File: src/rtl/disp_page_sequencer.sv
// Registered K-way page selector for the seven-segment display bank, with blanking gap on page change.
// Optional DISP_FREEZE_EN adds a freeze input that holds the display and suspends page switching.
module disp_page_sequencer #(
    parameter int K            = 4,
    parameter int M            = 6,
    parameter int N            = 7,
    parameter int BLANK_CYCLES = 3,
    parameter int DWELL        = 50000000,
    parameter int BLANK_LEVEL  = 1,
    localparam int SELW        = $clog2(K)
) (
    input  logic                clk,
    input  logic                rst_n,
    input  logic [K*M*N-1:0]    src_data,
    input  logic [SELW-1:0]     sel,
    input  logic                auto_mode,
`ifdef DISP_FREEZE_EN
    input  logic                freeze,
`endif
    output logic [M*N-1:0]      result,
    output logic [SELW-1:0]     page,
    output logic                switching,
    output logic                page_tick
);

    // state | meaning
    // SHOW  | result tracks the selected page live; new requests are evaluated
    // BLANK | result held blank for BLANK_CYCLES clocks; requests ignored

    localparam int DW = $clog2(DWELL + 1);
    localparam int BW = (BLANK_CYCLES > 1) ? $clog2(BLANK_CYCLES) : 1;
    localparam logic [DW-1:0]   DWELL_LAST = DW'(DWELL - 1);
    localparam logic [BW-1:0]   BLANK_LOAD = BW'((BLANK_CYCLES > 0) ? BLANK_CYCLES - 1 : 0);
    localparam logic [SELW-1:0] PAGE_LAST  = SELW'(K - 1);
    localparam logic [SELW:0]   NUM_PAGES  = (SELW + 1)'(K);
    localparam logic [M*N-1:0]  BLANK_WORD = {(M*N){BLANK_LEVEL != 0}};

    typedef enum logic {SHOW, BLANK} state_t;

    state_t          state;
    logic [DW-1:0]   dwell;
    logic [BW-1:0]   blank_cnt;
    logic [SELW-1:0] target;
    logic [SELW-1:0] next_page;
    logic            dwell_done;
    logic            hold;
    logic [M*N-1:0]  pages [2**SELW];

    // Unused index slots (K not a power of two) are padded so pages[] never reads past src_data.
    for (genvar p = 0; p < 2**SELW; p++) begin : g_page
        if (p < K) begin : g_src
            assign pages[p] = src_data[p*M*N +: M*N];
        end else begin : g_pad
            assign pages[p] = BLANK_WORD;
        end
    end

`ifdef DISP_FREEZE_EN
    assign hold = freeze;
`else
    assign hold = 1'b0;
`endif

    assign next_page  = (page == PAGE_LAST) ? '0 : page + 1'b1;
    assign dwell_done = (dwell == DWELL_LAST);

    always_comb begin
        target = page;
        if (auto_mode) begin
            if (dwell_done) target = next_page;
        end else if ({1'b0, sel} < NUM_PAGES) begin
            target = sel;
        end
    end

    always_ff @(posedge clk or negedge rst_n) begin
        if (!rst_n) begin
            state     <= SHOW;
            page      <= '0;
            result    <= BLANK_WORD;
            switching <= 1'b0;
            page_tick <= 1'b0;
            dwell     <= '0;
            blank_cnt <= '0;
        end else begin
            page_tick <= 1'b0;
            case (state)
                SHOW: begin
                    if (!hold) begin
                        // Manual mode keeps the dwell count at zero so auto mode always starts fresh.
                        if (!auto_mode || dwell_done) dwell <= '0;
                        else                          dwell <= dwell + 1'b1;
                        if (target != page) begin
                            page <= target;
                            if (BLANK_CYCLES > 0) begin
                                state     <= BLANK;
                                blank_cnt <= BLANK_LOAD;
                                result    <= BLANK_WORD;
                                switching <= 1'b1;
                            end else begin
                                result    <= pages[target];
                                page_tick <= 1'b1;
                            end
                        end else begin
                            result <= pages[page];
                        end
                    end
                end
                BLANK: begin
                    if (blank_cnt == '0) begin
                        state     <= SHOW;
                        result    <= pages[page];
                        page_tick <= 1'b1;
                        switching <= 1'b0;
                    end else begin
                        blank_cnt <= blank_cnt - 1'b1;
                    end
                end
                default: state <= SHOW;
            endcase
        end
    end

endmodule

File: config.mk
export PLATFORM = sky130hd
export DESIGN_NAME = disp_page_sequencer
export DESIGN_NICKNAME = d
export VERILOG_FILES = /design/src/rtl/disp_page_sequencer.sv
export SDC_FILE = /design/constraint.sdc
export NUM_CORES = 1
export LEC_CHECK = 0
export CORE_MARGIN = 2
export CORE_UTILIZATION = 37
export CTS_CLUSTER_SIZE = 14
export DETAILED_ROUTE_END_ITERATION = 12
export MAX_ROUTING_LAYER = met4
export PLACE_DENSITY = 0.77
export SETUP_SLACK_MARGIN = 0.4
export SYNTH_ARGS = -nofsm -noshare
export SYNTH_HDL_FRONTEND = slang
export SYNTH_SLANG_ARGS = --single-unit
export TNS_END_PERCENT = 30
File: constraint.sdc
create_clock -name clk -period 2 [get_ports clk]
set_clock_uncertainty 0.15 [all_clocks]
set_input_delay 0.4 -clock clk [delete_from_list [all_inputs] [get_ports clk]]
set_output_delay 0.4 -clock clk [all_outputs]
set_load 0.02 [all_outputs]
==> results.tsv <==
stage	metric	value	unit
synth	syn_nets	592	
synth	yosys.area_share.simple	0.2216	
synth	yosysMostFrequentCell	nand2_1	
setup_path	worstPathRequired	2.12	ns
placed_design	place_area	7067	um^2
synth	ys_top_cells_by_area	dfstp_2, mux4_2, dfrtp_1	
detailed_routing	vias	4288	
sta	clock.fmax	478.8	MHz
sta	worst_pin_slew	0.4815	ns
clock_network	clkTransAtPathRegs	0.06	ns
detailed_routing	wl_met2	7635	um
placed_design	portBuffers	218	
setup_path	ff2ff_path_depth	8	
job	cap_violations	0	
synth	synth_top_area_cell	dfstp_2	
global_routing	track_usage	0.2248	
global_routing	grt_max_degree	49	
detailed_routing	wl_per_cell	17.67	um
detailed_routing	top_layer	met4	
floorplan	rows	40	
synth	ys_seq_area_frac	0.4319	
detailed_routing	dr_wl_met3	891	um
setup_path	path_class	reg2reg	
synth	synthArstFlopShare	1.000	
worst_hold_path	hold_path.class	reg2reg	
clock_network	clock-sinks	75	
synth	synth_top_family_by_area	simple AND/OR/NAND/NOR gates	
floorplan	core-area	11910	um^2
pwr	p_leak	3.197	nW
detailed_routing	totalWireLength	14520	um
layout	nets	845	
status	status	finished, violations left	
global_routing	grt_overflow	0	
layout	area_growth	67.03	%
detailed_routing	drt-met1-wl	5658	um
clock_network	clock_latency	0.33	ns
sta	setup_viol	67	
floorplan	dieWidth	113.9	um
synth	yosysUniqueCellTypes	44	
synth	synth_edf_count	0	
synth	ys.flop_type	dfstp_2	
clock_network	cts_tree	built	
sta	fin_hold_ws	0.3284	ns
layout	fillers	964	
placed_design	gp_congestion	0.8959	
synth	netlist_area	4467	um^2
detailed_routing	dr.pass1.iters	4	
status	violations	setup timing	
clock_network	root_buffer	clkbuf_16	
placed_design	post-dp-hpwl	11120	um
floorplan	die_h	113.9	um
clock_network	clockBufferDepth	2	
global_routing	grt_pass1_wl	22000	um
clock_network	numCtsBuffers	9	
floorplan	num_io_pins	219	
sta	final.period_utilization	1.044	
synth	syn_inst	416	
setup_path	arrival	2.20	ns
synth	synth_common_cells	nand2_1, nand3_1, dfstp_2, mux4_2, dfrtp_1	
setup_path	end_kind	flop	
sta	slew_viol_final	0	
synth	synth_top_area_frac	0.2471	
synth	synth_compound_area_frac	0.03473	
synth	ys_seq_elements	75	
setup_path	r2r_start	dwell[1]	
synth	synth_area_per_cell	10.74	um^2
global_routing	antenna_found_initial	1	
detailed_routing	postRouteAntennaNets	0	
worst_hold_path	hold-path-endpoint	result[39]	
floorplan	dieArea	12970	um^2
setup_path	path_max_fanout	22	
detailed_routing	route.detailed.drc	0	
pwr	powerDensity	1349	nW/um^2
setup_path	cp-startpoint	dwell[1]	
floorplan	initial_utilization	0.3750	
global_routing	first_global_vias	4527	
pwr	finalPower	10.07	mW
sta	hold_viol	0	
synth	synth_xor_area_frac	0.04510	
setup_path	timing.rr.end	result[7]	
layout	final_area	7461	um^2
setup_path	start_kind	flop	
detailed_routing	drtIter0Drc	156	
layout	finalNonFillerCells	822	
sta	setup_slack	-0.08835	ns
worst_hold_path	hp-start	result[39]	
sta	min_period	2.088	ns
pwr	irDropWorstVdd	0.0006315	V
layout	drive_gt1_frac	0.3353	
synth	yosysWarnings	0	
clock_network	htreeDepth	3	
sta	maxSlewHeadroom	0.6765	
detailed_routing	viasPerCell	5.217	
synth	synthAdderAreaFrac	0.008403	
sta	rsz0062_at_grt	true	
synth	muxShareOfSynthArea	0.2188	
placed_design	dp_cells	795	
worst_hold_path	holdPathStages	2	
setup_path	reg2reg_setup_slack	-0.09	ns
layout	final_core_util	0.6264	
## routing by layer
layer | up-vias | GRT usage
met5 | - | -
met4 | 0 | 0.08455
met3 | 28 | 0.05154
met2 | 151 | 0.3880
met1 | 2109 | 0.2558
li1 | 2000 | -
## placed cells by master, fill, tap and decap left out, types with 3 or more instances in the layout
cell type        netlist  final
clkbuf_16              0     11
nand3_1               50     37
inv_1                  5      5
clkdlybuf4s50_1        0    171
nor2_1                27     27
dfstp_2               42     42
o21ai_1                0      4
nand4_1               11     11
buf_4                  1     56
buf_2                  6     24
nand3_2                0     12
clkbuf_4               0      3
xnor2_1                6      6
nand2_1              103    103
buf_12                 0      5
and3_1                 6      5
dfrtp_1               33     31
nor3_1                 6      6
buf_6                  5      7
xor2_1                17     17
mux4_2                42     42
## flip-flops by register name, summed over array words and instances, names as in the netlist
name	cells
dwell	26
page	2
page_tick	1
blank_cnt	2
result	42
switching	1
state	1
## power breakdown
| part | total, mW | switching [mW] | internal, mW |
|---|---|---|---|
| sequential | 2.74 | 0.326 | 2.41 |
| clock | 1.70 | 0.625 | 1.08 |
| combinational | 5.63 | 2.94 | 2.69 |
## repair_timing
item / 4_1_cts / 5_1_grt
cloned: 0 / 3
setup endpoints to repair: 120 / 92
gates resized for setup: 201 / 37
hold endpoints to repair: 1 / 0
hold buffers: 1 / 0
pin swaps: 7 / 2
buffers inserted: 4 / 2
## how the worst max path moves through the flow
stage | to | slack (ns)
after floorplan | page[1] | -0.06
after global placement | blank_cnt[0] | -0.11
after detailed placement | page[1] | -0.13
after CTS | page[1] | -0.09
after global routing | result[29] | -0.19
final | result[7] | -0.09
## worst max-delay path, cell delays in order, from the launching register on
cell	delay, ns
dfrtp_1	0.35
ha_2	0.18
and3_4	0.19
nand3_4	0.08
buf_6	0.14
o41ai_4	0.48
nand2_4	0.16
buf_12	0.19
nand3_1	0.08
## cell type report
| class | count | area, um^2 | share of cell area |
|---|---|---|---|
| clock buffers | 13 | 271.5 | 0.03639 |
| repair buffers | 271 | 2521 | 0.3379 |
| flip-flops and latches | 75 | 1934 | 0.2593 |
| well taps | 147 | 183.9 | 0.02465 |
| diodes | 1 | 2.502 | 0.0003354 |
| multi-input cells | 307 | 2485 | 0.3331 |
| clock inverters | 3 | 43.79 | 0.005870 |
| inverters | 5 | 18.77 | 0.002516 |
## per-stage QoR
stage | TNS [ns] | worst slack, ns
floorplan | -0.3380 | -0.06342
global placement | -3.816 | -0.1081
detailed placement | -4.691 | -0.1295
CTS | -2.967 | -0.08501
global route | -9.929 | -0.1886
finish | -3.830 | -0.08835
## cells by family after synthesis
group,count (synthesis)
XOR/XNOR,23
buffers and inverters,34
AO/OA/AOI/OAI,18
adder cells (fa/ha/maj),3
multiplexers,45
flip-flops,75
AND/OR/NAND/NOR,218
No activity file was read; power rests on OpenSTA's default activity.
